[src/rtl/cnt3_seq_monitor_if.sv]
// Bus between the JK down-counter / monitor (slave) and its consumer or
// stimulus side (master). The err_cnt signal only exists when the
// CNT3MON_ERRCNT_EN macro is defined.
interface cnt3_seq_monitor_if #(
    parameter int WIDTH = 3,
    parameter int WRAPW = 8
);
    logic             en;
    logic [WIDTH-1:0] count;
    logic             err_clr;
    logic             wrap_pulse;
    logic [WRAPW-1:0] wrap_cnt;
    logic             seq_err;
    logic             locked;
`ifdef CNT3MON_ERRCNT_EN
    logic [3:0]       err_cnt;
`endif

`ifdef CNT3MON_ERRCNT_EN
    modport master (
        output en, count, err_clr,
        input  wrap_pulse, wrap_cnt, seq_err, locked, err_cnt
    );
    modport slave (
        input  en, count, err_clr,
        output wrap_pulse, wrap_cnt, seq_err, locked, err_cnt
    );
`else
    modport master (
        output en, count, err_clr,
        input  wrap_pulse, wrap_cnt, seq_err, locked
    );
    modport slave (
        input  en, count, err_clr,
        output wrap_pulse, wrap_cnt, seq_err, locked
    );
`endif
endinterface

[src/rtl/cnt3_seq_monitor.sv]
// Sequence monitor for the 3-bit JK down-counter. Checks that every enabled
// sample of count is the previous value minus one (mod 2^WIDTH), tolerating
// stalls, counts legal 0 -> max wraps and declares lock after 2^WIDTH
// consecutive legal steps.
// Optional: define CNT3MON_ERRCNT_EN to add the saturating err_cnt output.
//
// state  | meaning
// -------+-------------------------------------------------------------
// ACQ    | waiting for first enabled sample to seed prev, no checking
// TRACK  | checking steps, counting consecutive legal steps in good
// LOCKED | full clean cycle seen; any illegal step drops back to TRACK
module cnt3_seq_monitor #(
    parameter int WIDTH = 3,
    parameter int WRAPW = 8
) (
    input  logic                   clk,
    input  logic                   rst,
    cnt3_seq_monitor_if.slave      bus
);

    typedef enum logic [1:0] {
        ACQ    = 2'd0,
        TRACK  = 2'd1,
        LOCKED = 2'd2
    } state_t;

    localparam logic [WIDTH-1:0] CNT_MAX   = '1;
    localparam logic [WIDTH:0]   GOOD_FULL = {1'b1, {WIDTH{1'b0}}};

    state_t           state_q, state_d;
    logic [WIDTH-1:0] prev_q, prev_d;
    logic [WIDTH:0]   good_q, good_d;
    logic             wrap_pulse_q, wrap_pulse_d;
    logic [WRAPW-1:0] wrap_cnt_q, wrap_cnt_d;
    logic             seq_err_q, seq_err_d;
`ifdef CNT3MON_ERRCNT_EN
    logic [3:0]       err_cnt_q, err_cnt_d;
`endif

    logic [WIDTH-1:0] exp_val;
    logic             step_legal;
    logic             step_stall;
    logic             step_wrap;
    logic [WIDTH:0]   good_inc;

    // Classify the current sample against the expected decrement.
    always_comb begin
        exp_val    = prev_q - 1'b1;
        step_legal = (bus.count == exp_val);
        step_stall = (bus.count == prev_q);
        step_wrap  = step_legal && (prev_q == '0) && (bus.count == CNT_MAX);
        good_inc   = good_q + 1'b1;
    end

    // Next-state and next-datapath values; stalls fall through with everything held.
    always_comb begin
        state_d      = state_q;
        prev_d       = prev_q;
        good_d       = good_q;
        wrap_pulse_d = 1'b0;
        wrap_cnt_d   = wrap_cnt_q;
        // Clear first so an illegal step on the same edge overrides it.
        seq_err_d    = bus.err_clr ? 1'b0 : seq_err_q;
`ifdef CNT3MON_ERRCNT_EN
        err_cnt_d    = bus.err_clr ? 4'd0 : err_cnt_q;
`endif
        if (bus.en) begin
            case (state_q)
                ACQ: begin
                    prev_d  = bus.count;
                    good_d  = '0;
                    state_d = TRACK;
                end
                TRACK, LOCKED: begin
                    if (step_legal) begin
                        prev_d = bus.count;
                        if (state_q == TRACK) begin
                            good_d = good_inc;
                            if (good_inc == GOOD_FULL) begin
                                state_d = LOCKED;
                            end
                        end
                        if (step_wrap) begin
                            wrap_pulse_d = 1'b1;
                            wrap_cnt_d   = wrap_cnt_q + 1'b1;
                        end
                    end else if (!step_stall) begin
                        seq_err_d = 1'b1;
                        prev_d    = bus.count;
                        good_d    = '0;
                        state_d   = TRACK;
`ifdef CNT3MON_ERRCNT_EN
                        if (err_cnt_d != 4'hF) begin
                            err_cnt_d = err_cnt_d + 4'd1;
                        end
`endif
                    end
                end
                default: begin
                    state_d = ACQ;
                end
            endcase
        end
    end

    // FSM state register.
    always_ff @(posedge clk or negedge rst) begin
        if (!rst) begin
            state_q <= ACQ;
        end else begin
            state_q <= state_d;
        end
    end

    // Tracking and output registers.
    always_ff @(posedge clk or negedge rst) begin
        if (!rst) begin
            prev_q       <= '0;
            good_q       <= '0;
            wrap_pulse_q <= 1'b0;
            wrap_cnt_q   <= '0;
            seq_err_q    <= 1'b0;
        end else begin
            prev_q       <= prev_d;
            good_q       <= good_d;
            wrap_pulse_q <= wrap_pulse_d;
            wrap_cnt_q   <= wrap_cnt_d;
            seq_err_q    <= seq_err_d;
        end
    end

`ifdef CNT3MON_ERRCNT_EN
    // Saturating illegal-step counter.
    always_ff @(posedge clk or negedge rst) begin
        if (!rst) begin
            err_cnt_q <= 4'd0;
        end else begin
            err_cnt_q <= err_cnt_d;
        end
    end

    assign bus.err_cnt = err_cnt_q;
`endif

    assign bus.wrap_pulse = wrap_pulse_q;
    assign bus.wrap_cnt   = wrap_cnt_q;
    assign bus.seq_err    = seq_err_q;
    assign bus.locked     = (state_q == LOCKED);

endmodule
[src/flat_wrapper.sv]
// flat-port wrapper written by rule: the top's interface ports become plain ports
module cnt3_seq_monitor_flat 
#(
    parameter int WIDTH = 3,
    parameter int WRAPW = 8
)
  (clk, rst, bus_en, bus_count, bus_err_clr, bus_wrap_pulse, bus_wrap_cnt, bus_seq_err, bus_locked);
  cnt3_seq_monitor_if #(.WIDTH(WIDTH), .WRAPW(WRAPW)) bus_i ();
  input  logic clk;
  input  logic rst;
  input wire logic [$bits(bus_i.en)-1:0] bus_en;
  input wire logic [$bits(bus_i.count)-1:0] bus_count;
  input wire logic [$bits(bus_i.err_clr)-1:0] bus_err_clr;
  output wire logic [$bits(bus_i.wrap_pulse)-1:0] bus_wrap_pulse;
  output wire logic [$bits(bus_i.wrap_cnt)-1:0] bus_wrap_cnt;
  output wire logic [$bits(bus_i.seq_err)-1:0] bus_seq_err;
  output wire logic [$bits(bus_i.locked)-1:0] bus_locked;
  assign bus_i.en = bus_en;
  assign bus_i.count = bus_count;
  assign bus_i.err_clr = bus_err_clr;
  assign bus_wrap_pulse = bus_i.wrap_pulse;
  assign bus_wrap_cnt = bus_i.wrap_cnt;
  assign bus_seq_err = bus_i.seq_err;
  assign bus_locked = bus_i.locked;
  cnt3_seq_monitor #(.WIDTH(WIDTH), .WRAPW(WRAPW)) u_core (.clk(clk), .rst(rst), .bus(bus_i));
endmodule
[config.mk]
export PLATFORM = sky130hd
export DESIGN_NAME = cnt3_seq_monitor_flat
export DESIGN_NICKNAME = d
export VERILOG_FILES = /design/src/rtl/cnt3_seq_monitor_if.sv /design/src/rtl/cnt3_seq_monitor.sv /design/src/flat_wrapper.sv
export SDC_FILE = /design/constraint.sdc
export NUM_CORES = 1
export LEC_CHECK = 0
export CAP_MARGIN = 20
export CORE_MARGIN = 3
export CORE_UTILIZATION = 52
export DETAILED_ROUTE_END_ITERATION = 10
export PLACE_DENSITY_LB_ADDON = 0.25
export SYNTH_ARGS = -nofsm -noshare
export SYNTH_HDL_FRONTEND = slang
export SYNTH_SLANG_ARGS = --single-unit
[constraint.sdc]
create_clock -name clk -period 2.3 [get_ports clk]
set_input_delay 0.345 -clock clk [delete_from_list [all_inputs] [get_ports clk]]
set_output_delay 0.345 -clock clk [all_outputs]
set_load 0.01 [all_outputs]
==> results.json <==
{
  "maxCapViolations": 0,
  "cts.repair.resized": 0,
  "fin_hold_ws_ns": 0.365,
  "switching_share_pct": 33.6,
  "cts.htree.levels": 1,
  "first_pass_iters": 4,
  "path_class": "register to register",
  "wl_per_cell_um": 13.4,
  "design_area_um2": 1370,
  "vdd_drop_max_uv": 400,
  "finalNetCount": 145,
  "power_density_nw_per_um2": 581,
  "first_global_vias": 792,
  "power.share.clock_pct": 21.9,
  "ios": 18,
  "hold_class": "input pin to asynchronous set/reset pin",
  "ys_seq_elements": 19,
  "antenna_found_initial": 0,
  "leakage_nw": 0.639,
  "num_vias": 844,
  "place_congestion": 0.822,
  "max_stage_delay_ns": 0.41,
  "synthesis.area_um2": 1110,
  "rows": 16,
  "crit_path_cell_trace": "inv_1 > ha_1 > ha_1 > xor2_2 > nand4_4 > nor2_1 > mux2_2",
  "antenna_left": 0,
  "ctsHoldBuffers": 0,
  "pwr-share-seq_pct": 48.2,
  "core_um2": 2000,
  "cts_buffers": 3,
  "fmax_ghz": 0.454,
  "async_reset_ff_share_pct": 100,
  "diodes": 0,
  "status": "finished, final reports clean",
  "setup-violations-final": 0,
  "synthCells": 105,
  "viasPerCell": 5.41,
  "ys_seq_area_share_pct": 42.7,
  "drc": 0,
  "synthFlopType": "dfrtp_1",
  "yosysWarningCount": 0,
  "die_area_um2": 2730,
  "cts_max_path_buffers": 2,
  "area_growth_syn_to_layout_pct": 22.8,
  "grt_pass1_wl_um": 3420,
  "grt_start_max_net_pins": 20,
  "start_kind": "register",
  "synth_area_per_cell_um2": 10.6,
  "critical_path_required_ns": 2.50,
  "hold_viol_final": 0,
  "post_cts_buffers": 0,
  "worstMarginPinSlew_ns": 0.602,
  "cts.sinks": 19,
  "rsz0062_at_grt": "yes",
  "dpl-instance-area_um2": 1340,
  "p_int_mw": 0.527,
  "fin_crit_ns": 2.20,
  "slew_viol_final": 0,
  "skew_ns": 0.00601,
  "syn-num-nets": 120,
  "drt_wl_total_um": 2090,
  "slew_headroom_pct": 59.4,
  "crit_arrival_ns": 2.40,
  "drtIter0Drc": 18,
  "dp_hpwl_um": 1650,
  "port_buffers": 17,
  "pwr-share-comb_pct": 29.8,
  "synth_edf_count": 0,
  "insertion_delay_ns": 0.30,
  "start_util_pct": 55.6,
  "critPathSlowestCell": "dfrtp_1",
  "power_switching_mw": 0.266,
  "finalCritPeriodShare_pct": 95.8,
  "ys_types": 34,
  "cts_tree": "done",
  "crit_top_cell": "ha_1",
  "path_clk_slew_ns": 0.12,
  "drive_gt1_share_pct": 12.4,
  "die_width_um": 52.3,
  "end_kind": "register",
  "grt_overflow": 0,
  "fp.dieH_um": 52.3,
  "crit_fanout": 10,
  "root_buffer": "clkbuf_4",
  "track_usage_pct": 17.4
}
[worst paths after layout]
| check | slack [ns] | cells past startpoint | end | startpoint |
|---|---|---|---|---|
| min in group clk | 0.48 | 1 | u_core.bus.wrap_cnt[7]$_DFFE_PN0P_ | u_core.bus.wrap_cnt[7]$_DFFE_PN0P_ |
| max in group asynchronous | 1.73 | 2 | u_core.state_q[1]$_DFFE_PN0P_ | rst |
| min reg2reg | 0.48 | 1 | u_core.bus.wrap_cnt[7]$_DFFE_PN0P_ | u_core.bus.wrap_cnt[7]$_DFFE_PN0P_ |
| min | 0.37 | 2 | u_core.good_q[0]$_DFFE_PN0P_ | rst |
| max reg2reg | 0.1 | 7 | u_core.bus.wrap_cnt[1]$_DFFE_PN0P_ | u_core.prev_q[0]$_DFFE_PN0P_ |
| max | 0.1 | 7 | u_core.bus.wrap_cnt[1]$_DFFE_PN0P_ | u_core.prev_q[0]$_DFFE_PN0P_ |
[area by class of cell]
type / instances / area [µm²]
inverters: 10 / 37.5
clock inverters: 1 / 5.00
well taps: 27 / 33.8
fillers: 162 / 636
flip-flops and latches: 19 / 475
clock buffers: 3 / 22.5
repair buffers: 20 / 193
multi-input cells: 76 / 599
[layer usage]
metal / vias up / wire length (µm) / share of wire (%) / GRT usage [%]
li1: 423 / - / - / -
met1: 408 / 979 / 47 / 21.8
met2: 9 / 1030 / 49 / 29.9
met3: 4 / 57 / 2.7 / 3.42
met4: 0 / 17 / 0.82 / 5.96
met5: - / 0 / 0 / 0
[registers in the layout (all words and copies together), names as in the netlist]
register / cells
u_core.bus.seq_err: 1
u_core.bus.wrap_cnt: 8
u_core.bus.wrap_pulse: 1
u_core.good_q: 4
u_core.prev_q: 3
u_core.state_q: 2
[cells by family (layout without fill, tap and decap cells)]
group | after synthesis | count (layout) | share of synthesized area, %
AND/OR/NAND/NOR | 31 | 31 | 15.9
AO/OA/AOI/OAI | 22 | 22 | 14.6
flip-flops | 19 | 19 | 42.7
XOR/XNOR | 12 | 12 | 11.5
buffers and inverters | 10 | 34 | 3.37
adder cells (fa/ha/maj) | 8 | 8 | 9.00
multiplexers | 3 | 3 | 2.92
[per-stage QoR]
stage / TNS, ns / power, mW / setup slack, ns / util [%] / instances
2_1_floorplan: 0 / 0.546 / 0.284 / - / 105
3_3_place_gp: 0 / 0.619 / 0.150 / 66.9 / 152
3_5_place_dp: 0 / 0.627 / 0.0911 / 66.9 / 152
4_1_cts: 0 / 0.804 / 0.0815 / 68.3 / 156
5_1_grt: -0.125 / 0.839 / -0.0618 / 68.3 / 156
6_report: 0 / 0.793 / 0.0972 / 68.3 / 156
[critical path, delay by kind of cell, from the launching register on]
kind                       cells  cell delay [ns]
and+or+nand+nor                2             0.48
buffers and inverters          1             0.07
adders and majority gates      2             0.52
muxes                          1             0.37
DFF                            1             0.41
xor gates and xnor gates       1             0.26
[Yosys cell counts, types with 2 or more instances]
cell type,count,area [µm²]
a31oi_1,2,12.5
nand2_1,8,30.0
inv_1,10,37.5
dfrtp_1,19,475
nor4_1,3,18.8
xor2_2,3,48.8
nor2_1,2,7.51
o21ai_0,4,20.0
nand4_1,2,12.5
a21oi_1,2,10.0
o31ai_1,2,15.0
xor2_1,9,78.8
ha_1,8,100
nor3_1,3,15.0
mux2_2,2,22.5
nor2b_1,2,12.5
nand3_1,5,25.0
a22o_1,3,26.3
[placed cells by master, fill, tap and decap left out, drive strengths merged]
master / count
dfrtp: 19
clkdlybuf4s50: 17
xor2: 12
inv: 10
nand2: 8
ha: 8
nand3: 5
o21ai: 4
nor3: 3
a22o: 3
nor4: 3
clkbuf: 3
buf: 3
nand4: 3
o31ai: 2
nor2: 2
nor2b: 2
mux2: 2
a21oi: 2
a31oi: 2
and3: 2
o32ai: 1
o311ai: 1
or3: 1
o22ai: 1
o41ai: 1
o41a: 1
a21bo: 1
nand3b: 1
o2bb2ai: 1
o21bai: 1
o211ai: 1
mux2i: 1
nand2b: 1
clkinv: 1
[power groups by stage]
stage,combinational (mW),sequential (mW),clock [mW]
floorplan,0.156,0.390,0
global placement,0.230,0.388,0
detailed placement,0.236,0.390,0
CTS,0.238,0.383,0.183
global route,0.267,0.386,0.187
finish,0.237,0.383,0.174
No activity file was read; power rests on OpenSTA's default activity.
